**src/rtl/layer_priority_mux.sv**
```systemverilog
// layer_priority_mux
//   Composites NUM_LAYERS object layers, a splash layer and a background into
//   one pixel per clock. Layer 0 has the highest priority. Each layer can be
//   enabled or made to blink through masks that only change at frame
//   boundaries. A layer pixel equal to TRANSP_COLOR can be keyed out as
//   transparent. Latency is a fixed 2 cycles on every path.
//
// Ports
//   clk, resetN          pixel clock, synchronous active-low reset
//   pixelValid           current inputs belong to a visible pixel
//   startOfFrame         1-cycle pulse on the first clock of each frame
//   isGameMode           0: only splash/background may be shown
//   splashDR, splashRGB  splash request and colour (never keyed)
//   layerDR, layerRGB    per-layer requests; layer i colour at [i*RGB_W +: RGB_W]
//   backgroundRGB        background colour
//   cfgWr                write strobe for cfgEnable/cfgBlink
//   cfgEnable, cfgBlink  new enable / blink masks
//   cfgPending           a written config waits for the next startOfFrame
//   blinkPhase           1 = blinking layers hidden in the current frame
//   RGBOut, RGBOutValid  composited pixel and pixelValid delayed by 2

module layer_priority_mux #(
  parameter int               NUM_LAYERS   = 8,
  parameter int               RGB_W        = 8,
  parameter bit               TRANSP_EN    = 1'b1,
  parameter logic [RGB_W-1:0] TRANSP_COLOR = 8'hFF,
  parameter int               BLINK_FRAMES = 16
) (
  input  logic                        clk,
  input  logic                        resetN,
  input  logic                        pixelValid,
  input  logic                        startOfFrame,
  input  logic                        isGameMode,
  input  logic                        splashDR,
  input  logic [RGB_W-1:0]            splashRGB,
  input  logic [NUM_LAYERS-1:0]       layerDR,
  input  logic [NUM_LAYERS*RGB_W-1:0] layerRGB,
  input  logic [RGB_W-1:0]            backgroundRGB,
  input  logic                        cfgWr,
  input  logic [NUM_LAYERS-1:0]       cfgEnable,
  input  logic [NUM_LAYERS-1:0]       cfgBlink,
  output logic                        cfgPending,
  output logic                        blinkPhase,
  output logic [RGB_W-1:0]            RGBOut,
  output logic                        RGBOutValid
);

  localparam int               CNT_W    = (BLINK_FRAMES > 1) ? $clog2(BLINK_FRAMES) : 1;
  localparam logic [CNT_W-1:0] CNT_LAST = CNT_W'(BLINK_FRAMES - 1);

  logic [NUM_LAYERS-1:0] act_enable, act_blink;
  logic [NUM_LAYERS-1:0] pend_enable, pend_blink;
  logic [CNT_W-1:0]      frame_cnt;

  logic                  frame_wrap, apply_cfg;
  logic [NUM_LAYERS-1:0] nxt_enable, nxt_blink;
  logic                  nxt_phase;
  logic [NUM_LAYERS-1:0] eff_req;
  logic [RGB_W-1:0]      win_rgb;
  logic                  layer_hit;

  logic             s1_splash_hit, s1_layer_hit, s1_game, s1_valid;
  logic [RGB_W-1:0] s1_splash_rgb, s1_win_rgb, s1_bg;

  // The masks and phase that hold for the frame starting this cycle are
  // used directly, so the pixel on the startOfFrame clock already sees the
  // new frame's configuration and nothing changes later inside the frame.
  assign frame_wrap = startOfFrame && (frame_cnt == CNT_LAST);
  assign apply_cfg  = startOfFrame && cfgPending;
  assign nxt_enable = apply_cfg ? pend_enable : act_enable;
  assign nxt_blink  = apply_cfg ? pend_blink  : act_blink;
  assign nxt_phase  = blinkPhase ^ frame_wrap;

  always_comb begin
    eff_req = '0;
    for (int i = 0; i < NUM_LAYERS; i++) begin
      eff_req[i] = layerDR[i] & nxt_enable[i] & ~(nxt_blink[i] & nxt_phase)
                   & ~(TRANSP_EN && (layerRGB[i*RGB_W +: RGB_W] == TRANSP_COLOR));
    end
  end

  // Scanning from the top index down lets the lowest requesting index win.
  always_comb begin
    win_rgb = '0;
    for (int i = NUM_LAYERS - 1; i >= 0; i--) begin
      if (eff_req[i]) win_rgb = layerRGB[i*RGB_W +: RGB_W];
    end
  end

  assign layer_hit = |eff_req;

  always_ff @(posedge clk) begin
    if (!resetN) begin
      act_enable  <= '1;
      act_blink   <= '0;
      pend_enable <= '0;
      pend_blink  <= '0;
      cfgPending  <= 1'b0;
      frame_cnt   <= '0;
      blinkPhase  <= 1'b0;
    end else begin
      act_enable <= nxt_enable;
      act_blink  <= nxt_blink;
      blinkPhase <= nxt_phase;
      if (startOfFrame) frame_cnt <= frame_wrap ? '0 : frame_cnt + 1'b1;
      // A write coinciding with the frame start is kept for the next frame;
      // the frame start consumes only what was pending before it.
      if (cfgWr) begin
        pend_enable <= cfgEnable;
        pend_blink  <= cfgBlink;
        cfgPending  <= 1'b1;
      end else if (startOfFrame) begin
        cfgPending  <= 1'b0;
      end
    end
  end

  always_ff @(posedge clk) begin
    if (!resetN) begin
      s1_splash_hit <= 1'b0;
      s1_splash_rgb <= '0;
      s1_layer_hit  <= 1'b0;
      s1_win_rgb    <= '0;
      s1_bg         <= '0;
      s1_game       <= 1'b0;
      s1_valid      <= 1'b0;
      RGBOut        <= '0;
      RGBOutValid   <= 1'b0;
    end else begin
      s1_splash_hit <= splashDR;
      s1_splash_rgb <= splashRGB;
      s1_layer_hit  <= layer_hit;
      s1_win_rgb    <= win_rgb;
      s1_bg         <= backgroundRGB;
      s1_game       <= isGameMode;
      s1_valid      <= pixelValid;
      RGBOutValid   <= s1_valid;
      if (s1_splash_hit)     RGBOut <= s1_splash_rgb;
      else if (!s1_game)     RGBOut <= s1_bg;
      else if (s1_layer_hit) RGBOut <= s1_win_rgb;
      else                   RGBOut <= s1_bg;
    end
  end

endmodule

```
**config.mk**
```make
export PLATFORM = sky130hd
export DESIGN_NAME = layer_priority_mux
export DESIGN_NICKNAME = d
export VERILOG_FILES = /design/src/rtl/layer_priority_mux.sv
export SDC_FILE = /design/constraint.sdc
export NUM_CORES = 1
export LEC_CHECK = 0
export ABC_CLOCK_PERIOD_IN_PS = 1870
export BUFFER_PORTS_ARGS = -buffer_cell sky130_fd_sc_hd__buf_2
export CAP_MARGIN = 10
export CELL_PAD_IN_SITES_DETAIL_PLACEMENT = 1
export CELL_PAD_IN_SITES_GLOBAL_PLACEMENT = 2
export CORE_UTILIZATION = 26
export DETAILED_ROUTE_END_ITERATION = 6
export MAX_ROUTING_LAYER = met4
export PLACE_DENSITY_LB_ADDON = 0.1
export SYNTH_ARGS = -nofsm -noshare
export SYNTH_HDL_FRONTEND = slang
export SYNTH_SLANG_ARGS = --single-unit
```
**constraint.sdc**
```tcl
create_clock -name clk -period 1.87 [get_ports clk]
set_input_delay 0.2805 -clock clk [delete_from_list [all_inputs] [get_ports clk]]
set_output_delay 0.2805 -clock clk [all_outputs]
set_load 0.005 [all_outputs]
```
==> reports/metrics.csv, run 1 <==
stage,metric,value,unit
run,max-capacitance violation count,0,
logic_synthesis,post-synth top area cell,sky130_fd_sc_hd__dfxtp_1,
min_path,worst-case hold path end point,s1_splash_rgb[1]$_SDFF_PN0_,
critical_path,Critical path origin,frame_cnt[1]$_SDFFE_PN0P_,
cells_and_area,fraction of layout instances using a drive strength above 1,43.8,%
cts,"Reg clk slew, reported paths",0.06,ns
power_and_ir_drop,relative contribution of combinational cells to total power,17.3,%
logic_synthesis,top flip-flop cell by instance count after synthesis,sky130_fd_sc_hd__dfxtp_1,
detailed_routing,number of vias in the routed layout,3370,
die,number of cell rows,41,
cts,CTS tree,done,
detailed_routing,drt pass-1 iters,4,
global_routing,total routing resource utilization after global routing,17.5,%
logic_synthesis,async set-or-reset flop fraction in the synthesized netlist,0,%
logic_synthesis,number of enable flip-flop cells after synthesis,0,
timing,final setup violation count,9,
cells_and_area,diode count,0,
logic_synthesis,Syn Std Cell Area,3480,um2
timing,post-route setup slack,-0.190,ns
power_and_ir_drop,total internal power,3.15,mW
cells_and_area,"most common cell after layout, fill and taps aside",sky130_fd_sc_hd__buf_2,
global_routing,global-route wire length before repair,18.3,mm
timing,Final period util,110,%
min_path,Hold Path Depth,2,
timing,Min Hold Slack,0.155,ns
min_path,worst min-delay path startpoint,splashRGB[1],
critical_path,total buffers and inverters traversed by the critical path,1,
power_and_ir_drop,proportion of power drawn by flip-flops and latches,41.4,%
cts,clock insertion delay at the later pin of the skew report,0.33,ns
timing,worst-case headroom to the max-slew limit,38.0,%
power_and_ir_drop,Max VDD drop,0.398,mV
timing,maximum frequency from static timing analysis,485,MHz
die,Die Outline Area,13900,um2
critical_path,Worst path top cell family by delay,compound AO/OA/AOI/OAI gates,
logic_synthesis,main area contributors after synthesis,"sky130_fd_sc_hd__dfxtp_1 (43%), sky130_fd_sc_hd__mux2i_1 (8.9%), sky130_fd_sc_hd__and2_1 (4.7%)",
critical_path,Worst Setup End Kind,register,
global_routing,maximum number of pins on one net before global-route repair,38,
logic_synthesis,fraction of synthesized cell area taken by the top area cell type,43.1,%
logic_synthesis,mean instance size in the synthesized netlist,9.28,um2
die,horizontal die dimension,118,um
power_and_ir_drop,Sw Ratio,25.1,%
placement,worst-case setup slack after placement,-0.331,ns
die,Initial Util,27.1,%
global_routing,residual overflow from global routing,0,
detailed_routing,number of vias per cell after detailed routing,4.74,
logic_synthesis,gate count of the mapped netlist,375,
critical_path,maximum net fanout on the critical path,7,
cts,cts bufs inserted,9,
placement,total placed instance area,4620,um2
placement,number of input and output port buffers inserted,121,
timing,RSZ-0062 raised after global routing,yes,
cts,CTS sink count,75,
cts,number of buffers inserted by hold repair at cts,0,
power_and_ir_drop,static leakage power,2.34,nW
outcome,failing checks,negative setup slack,
critical_path,kind of critical path,reg -> reg,
timing,final max-slew violation count,0,
cells_and_area,area of all placed cells without fillers,5100,um2
logic_synthesis,proportion of synthesized chip area in sequential cells,43.1,%
timing,slew at the pin closest to its max-slew limit,0.921,ns
detailed_routing,post-route antenna net violation count,0,
logic_synthesis,Post-Syn Nets,487,
min_path,HP Class,in -> reg,
logic_synthesis,number of warnings issued by yosys,0,
timing,worst-case clock skew,0.00603,ns
cells_and_area,most frequent cells in the layout,"sky130_fd_sc_hd__buf_2 (121), sky130_fd_sc_hd__dfxtp_1 (72), sky130_fd_sc_hd__buf_4 (45)",
critical_path,CP Launch Type,register,
critical_path,Worst Path Arrival,2.26,ns
critical_path,critical register-to-register path endpoint,s1_win_rgb[7]$_SDFF_PN0_,
die,area of the core,12800,um2
critical_path,flop-to-flop setup slack,-0.19,ns
critical_path,worst-path cell with the longest stage delay,sky130_fd_sc_hd__dfxtp_2,
critical_path,"Largest stage delay, worst path",0.35,ns
cells_and_area,number of nets in the finished design,647,
cts,CTS Root Cell,sky130_fd_sc_hd__clkbuf_16,
logic_synthesis,count of different cell masters after synthesis,55,
critical_path,reg2reg path depth,8,
detailed_routing,final routed wirelength across all metal layers,11.4,mm
critical_path,"Cell Chain, Critical Path",ha_4 > nand4_4 > xnor2_4 > buf_6 > a211o_1 > or2b_4 > o221ai_1 > a21oi_2,
logic_synthesis,Synth Register Bits,75,
global_routing,vias in the first global route,3487,
detailed_routing,Post-route DRC,0,
cts,Bufs on Longest Clock Path,2,
detailed_routing,Routed wire per std cell,16.0,um
critical_path,Reg-to-Reg Start,frame_cnt[1]$_SDFFE_PN0P_,
placement,GPL Wtd Cong,0.898,
power_and_ir_drop,total power per unit cell area,824,nW/um2
cts,H-tree Lvls,3,
global_routing,initial antenna violation count,0,
power_and_ir_drop,clock share of power,41.2,%
power_and_ir_drop,net load switching power,1.06,mW
placement,detailed placement HPWL,9.17,mm
die,overall die height,118,um
timing,Final Hold Viols,0,
timing,Final Critical Period,2.06,ns
critical_path,required time of the worst setup path,2.07,ns
die,# IOs,122,
cells_and_area,synthesis-to-finish area growth,46.5,%
detailed_routing,number of DRC violations after detailed-routing iteration 0,133,
outcome,run status,"complete, but fails checks",
[metal layers]
metal,vias to the layer above,share of wire [%],GRT usage [%]
li1,1689,-,-
met3,16,4.8,3.49
met5,-,0,-
met1,1548,50,23.9
met4,0,0.98,4.81
met2,117,45,26.1
[state kept, by name, indices dropped and copies added, names as in the netlist]
signal	cells
s1_game	1
s1_splash_hit	1
s1_win_rgb	8
s1_bg	8
blinkPhase	1
s1_valid	1
pend_enable	8
act_enable	8
RGBOut	8
act_blink	8
frame_cnt	4
pend_blink	8
s1_splash_rgb	8
s1_layer_hit	1
cfgPending	1
RGBOutValid	1
[cell usage after synthesis (2+ instances only)]
master                      number
sky130_fd_sc_hd__dfxtp_1        75
sky130_fd_sc_hd__nor2_1         36
sky130_fd_sc_hd__mux2i_1        31
sky130_fd_sc_hd__a21oi_1        26
sky130_fd_sc_hd__and2_1         26
sky130_fd_sc_hd__inv_1          22
sky130_fd_sc_hd__nand2_1        15
sky130_fd_sc_hd__o211ai_1       15
sky130_fd_sc_hd__nand4_1        14
sky130_fd_sc_hd__clkbuf_1       13
sky130_fd_sc_hd__nand3_1        12
sky130_fd_sc_hd__o221ai_1        8
sky130_fd_sc_hd__a2111oi_0       7
sky130_fd_sc_hd__a221oi_1        6
sky130_fd_sc_hd__a31oi_1         6
sky130_fd_sc_hd__mux2_2          5
sky130_fd_sc_hd__o21ai_0         5
sky130_fd_sc_hd__buf_2           4
sky130_fd_sc_hd__a211o_1         3
sky130_fd_sc_hd__buf_4           3
sky130_fd_sc_hd__a221oi_2        2
sky130_fd_sc_hd__a41oi_1         2
sky130_fd_sc_hd__and4_1          2
sky130_fd_sc_hd__mux2_4          2
sky130_fd_sc_hd__nand2_2         2
sky130_fd_sc_hd__o21a_1          2
sky130_fd_sc_hd__or2_2           2
sky130_fd_sc_hd__xor2_1          2
[logic make-up after synthesis]
kind of cell | Yosys count | share of synthesized area (%)
and+or+nand+nor | 119 | 18.0
AOI/OAI and AO/OA | 94 | 20.3
buffers and inverters | 44 | 5.43
muxes | 39 | 11.8
adders and majority gates | 1 | 0.359
DFF | 75 | 43.1
xor gates and xnor gates | 3 | 0.971
[power groups by stage]
| stage | Sequential [mW] | Combinational (mW) | Clock [mW] |
|---|---|---|---|
| final | 1.74 | 0.729 | 1.73 |
| after global routing | 1.75 | 0.799 | 1.87 |
| after CTS | 1.74 | 0.707 | 1.78 |
| after detailed placement | 1.78 | 0.667 | 0 |
| after global placement | 1.78 | 0.657 | 0 |
| after floorplan | 1.76 | 0.346 | 0 |
[stage by stage]
stage | util, % | total power, mW | TNS [ns] | std cells
final | 39.8 | 4.20 | -1.26 | 711
after global routing | 39.8 | 4.42 | -2.28 | 711
after CTS | 39.1 | 4.23 | -1.17 | 709
after detailed placement | 36.0 | 2.45 | -2.37 | 693
after global placement | 36.0 | 2.43 | -1.77 | 693
after floorplan | - | 2.10 | -0.0555 | 375
[worst max-delay path by stage]
| stage | to | slack (ns) | depth (start not counted) |
|---|---|---|---|
| global placement | s1_win_rgb[6]$_SDFF_PN0_ | -0.24 | 7 |
| detailed placement | s1_win_rgb[7]$_SDFF_PN0_ | -0.33 | 7 |
| CTS | s1_win_rgb[5]$_SDFF_PN0_ | -0.17 | 8 |
| global route | s1_win_rgb[5]$_SDFF_PN0_ | -0.30 | 8 |
| finish | s1_win_rgb[7]$_SDFF_PN0_ | -0.19 | 8 |
| floorplan | s1_win_rgb[5]$_SDFF_PN0_ | -0.04 | 8 |
[area by class of cell]
class / count / area, um2
Clock inverter: 4 / 50.0
Tap cell: 172 / 215
Multi-Input combinational cell: 256 / 1980
Sequential cell: 75 / 1510
Timing Repair Buffer: 171 / 1020
Fill cell: 1527 / 7720
Inverter: 22 / 82.6
Clock buffer: 11 / 253
[repair_timing]
action	CTS	global route
gates cloned	0	0
setup buffers	1	2
endpoints found under the setup margin	9	9
resized for setup	17	14
pin swaps	3	4
Power figures use the tool's default switching activity.
==> run 2: changes to the inputs <==
--- a/config.mk
+++ b/config.mk
@@ -5,12 +5,12 @@
 export SDC_FILE = /design/constraint.sdc
 export NUM_CORES = 1
 export LEC_CHECK = 0
-export ABC_CLOCK_PERIOD_IN_PS = 1870
+export ABC_CLOCK_PERIOD_IN_PS = 2200
 export BUFFER_PORTS_ARGS = -buffer_cell sky130_fd_sc_hd__buf_2
 export CAP_MARGIN = 10
 export CELL_PAD_IN_SITES_DETAIL_PLACEMENT = 1
 export CELL_PAD_IN_SITES_GLOBAL_PLACEMENT = 2
-export CORE_UTILIZATION = 26
+export CORE_UTILIZATION = 29
 export DETAILED_ROUTE_END_ITERATION = 6
 export MAX_ROUTING_LAYER = met4
 export PLACE_DENSITY_LB_ADDON = 0.1
==> constraint.sdc (replaced) <==
create_clock -name clk -period 2.2 [get_ports clk]
set_input_delay 0.33 -clock clk [delete_from_list [all_inputs] [get_ports clk]]
set_output_delay 0.33 -clock clk [all_outputs]
set_load 0.005 [all_outputs]
==> run 2 against run 1 <==
Compared with the run above: critical path type unchanged; final cell count down 6.2%; first-iteration DRC count decreased by 21%; combinational power down 22%; the run ends with design-rule violations left; cell area decreased by 4.8%; flip-flop and latch count unchanged; maximum frequency down 1.8%; wire length decreased by 1.2%; highest routed layer unchanged.
==> reports/metrics.csv, run 2 (same netlist as run 1, synthesis figures left out) <==
stage,metric,value,unit,change
cts,"Reg clk slew, reported paths",0.06,ns,about the same
cells_and_area,most frequent cells in the layout,"sky130_fd_sc_hd__buf_2 (121), sky130_fd_sc_hd__dfxtp_1 (74), sky130_fd_sc_hd__nor2_1 (35)",,"was sky130_fd_sc_hd__buf_2 (121), sky130_fd_sc_hd__dfxtp_1 (72), sky130_fd_sc_hd__buf_4 (45)"
cells_and_area,share of the core filled with cells,42.0,%,was 39.8%
power_and_ir_drop,Total Power,3.62,mW,was 4.20 mW
timing,maximum frequency from static timing analysis,477,MHz,was 485 MHz
outcome,run status,"complete, but fails checks",,unchanged
cts,Bufs on Longest Clock Path,2,,unchanged
timing,worst-case clock skew,0.00614,ns,was 0.00603 ns
timing,Final Critical Period,2.10,ns,was 2.06 ns
critical_path,CP Launch Type,register,,unchanged
timing,slew at the pin closest to its max-slew limit,0.680,ns,was 0.921 ns
global_routing,vias in the first global route,3422,,"was 3,487"
global_routing,total routing resource utilization after global routing,19.3,%,was 17.5%
cells_and_area,sequential cell area,1500,um2,was 1510 um2
detailed_routing,post-route antenna net violation count,0,,unchanged
cells_and_area,fraction of layout instances using a drive strength above 1,38.5,%,was 43.8%
cells_and_area,final std cells w/o fill,667,,was 711
detailed_routing,number of vias per cell after detailed routing,5.03,,was 4.74
cts,H-tree Lvls,3,,unchanged
global_routing,maximum number of pins on one net before global-route repair,38,,unchanged
critical_path,Worst Path Arrival,2.34,ns,was 2.26 ns
cts,CTS tree,done,,unchanged
timing,post-route setup slack,0.102,ns,was -0.190 ns
die,Initial Util,30.1,%,was 27.1%
cells_and_area,"most common cell after layout, fill and taps aside",sky130_fd_sc_hd__buf_2,,unchanged
cts,clock insertion delay at the later pin of the skew report,0.33,ns,about the same
detailed_routing,Post-route DRC,2,,was 0
global_routing,initial antenna violation count,0,,unchanged
die,number of cell rows,39,,was 41
die,horizontal die dimension,112,um,was 118 um
detailed_routing,drt pass-1 iters,6,,was 4
critical_path,kind of critical path,reg -> reg,,unchanged
cells_and_area,area of all placed cells without fillers,4850,um2,was 5100 um2
placement,GPL Wtd Cong,0.791,,was 0.898
placement,number of input and output port buffers inserted,121,,unchanged
die,# IOs,122,,unchanged
critical_path,required time of the worst setup path,2.44,ns,was 2.07 ns
cells_and_area,area of combinational cells with multiple inputs,1860,um2,was 1980 um2
timing,final setup violation count,0,,was 9
power_and_ir_drop,total power per unit cell area,745,nW/um2,was 824 nW/um2
placement,detailed placement HPWL,9.02,mm,was 9.17 mm
global_routing,residual overflow from global routing,0,,unchanged
cts,CTS Root Cell,sky130_fd_sc_hd__clkbuf_16,,unchanged
detailed_routing,final routed wirelength across all metal layers,11.2,mm,was 11.4 mm
critical_path,maximum net fanout on the critical path,5,,was 7
cts,number of buffers inserted by hold repair at cts,0,,unchanged
power_and_ir_drop,static leakage power,2.24,nW,was 2.34 nW
run,max-capacitance violation count,0,,unchanged
placement,total placed instance area,4430,um2,was 4620 um2
outcome,failing checks,design-rule violations,,was negative setup slack
timing,Final period util,95.4,%,was 110%
die,Die Outline Area,12400,um2,"was 13,900 um2"
detailed_routing,Routed wire per std cell,16.8,um,was 16.0 um
placement,worst-case setup slack after placement,-0.0914,ns,was -0.331 ns
timing,final max-slew violation count,0,,unchanged
timing,Final Hold Viols,0,,unchanged
timing,sum of negative setup slack,0,ns,was -1.26 ns
global_routing,global-route wire length before repair,17.9,mm,was 18.3 mm
cells_and_area,synthesis-to-finish area growth,39.5,%,was 46.5%
cts,cts bufs inserted,9,,unchanged
detailed_routing,number of DRC violations after detailed-routing iteration 0,105,,was 133
cells_and_area,diode count,0,,unchanged
die,area of the core,11600,um2,"was 12,800 um2"
cts,CTS sink count,75,,unchanged
detailed_routing,number of vias in the routed layout,3355,,"was 3,370"
cells_and_area,number of nets in the finished design,631,,was 647
die,overall die height,112,um,was 118 um
timing,Min Hold Slack,0.198,ns,was 0.155 ns
cells_and_area,fill cell count,1394,,"was 1,527"
timing,worst-case headroom to the max-slew limit,54.6,%,was 38.0%
critical_path,Worst Setup End Kind,register,,unchanged
min_path,HP Class,in -> reg,,unchanged
placement,Placed Cells incl. Taps,648,,was 693
power_and_ir_drop,Max VDD drop,0.371,mV,was 0.398 mV
==> run 2: final cells by class <==
type	count	area share, %
multi-input combinational	256	38.4
tap	143	3.69
inverter	22	1.70
timing repair buffer	155	18.8
clock inverter	6	1.83
clock buffer	10	4.72
sequential	75	31.0
==> run 2: worst max-delay path, stage by stage, from the launching register on <==
cell and delay [ns]:
sky130_fd_sc_hd__dfxtp_1 0.37, sky130_fd_sc_hd__ha_4 0.18, sky130_fd_sc_hd__nand4_4 0.17, sky130_fd_sc_hd__xor2_2 0.21
sky130_fd_sc_hd__buf_4 0.16, sky130_fd_sc_hd__o211ai_4 0.24, sky130_fd_sc_hd__nand2_4 0.12, sky130_fd_sc_hd__a221o_1 0.30
sky130_fd_sc_hd__a221oi_2 0.26
==> run 2: final timing paths <==
check	startpoint	to	cells after the start	slack, ns
min reg2reg	s1_valid$_SDFF_PN0_	RGBOutValid$_SDFF_PN0_	1	0.44
max reg2reg	frame_cnt[1]$_SDFFE_PN0P_	s1_win_rgb[5]$_SDFF_PN0_	8	0.10
max	frame_cnt[1]$_SDFFE_PN0P_	s1_win_rgb[5]$_SDFF_PN0_	8	0.10
min	splashRGB[0]	s1_splash_rgb[0]$_SDFF_PN0_	2	0.20
==> run 2: power by group <==
part / switching (mW) / total [mW] / internal (mW)
registers: 0.0419 / 1.48 / 1.44
clock network: 0.574 / 1.57 / 0.995
logic: 0.289 / 0.570 / 0.281
==> run 2: timing repair <==
| item | CTS | global route |
|---|---|---|
| setup endpoints to repair | 9 | 9 |
| buffers inserted | 0 | 3 |
| resized for setup | 5 | 14 |
| pin swaps | 0 | 2 |
==> run 2: routing by layer <==
| metal | track usage [%] | routed length [um] | vias up |
|---|---|---|---|
| met1 | 26.0 | 5610 | 1608 |
| met5 | - | 0 | - |
| li1 | - | - | 1654 |
| met3 | 2.78 | 385 | 8 |
| met2 | 30.0 | 5140 | 85 |
| met4 | 5.68 | 89 | 0 |
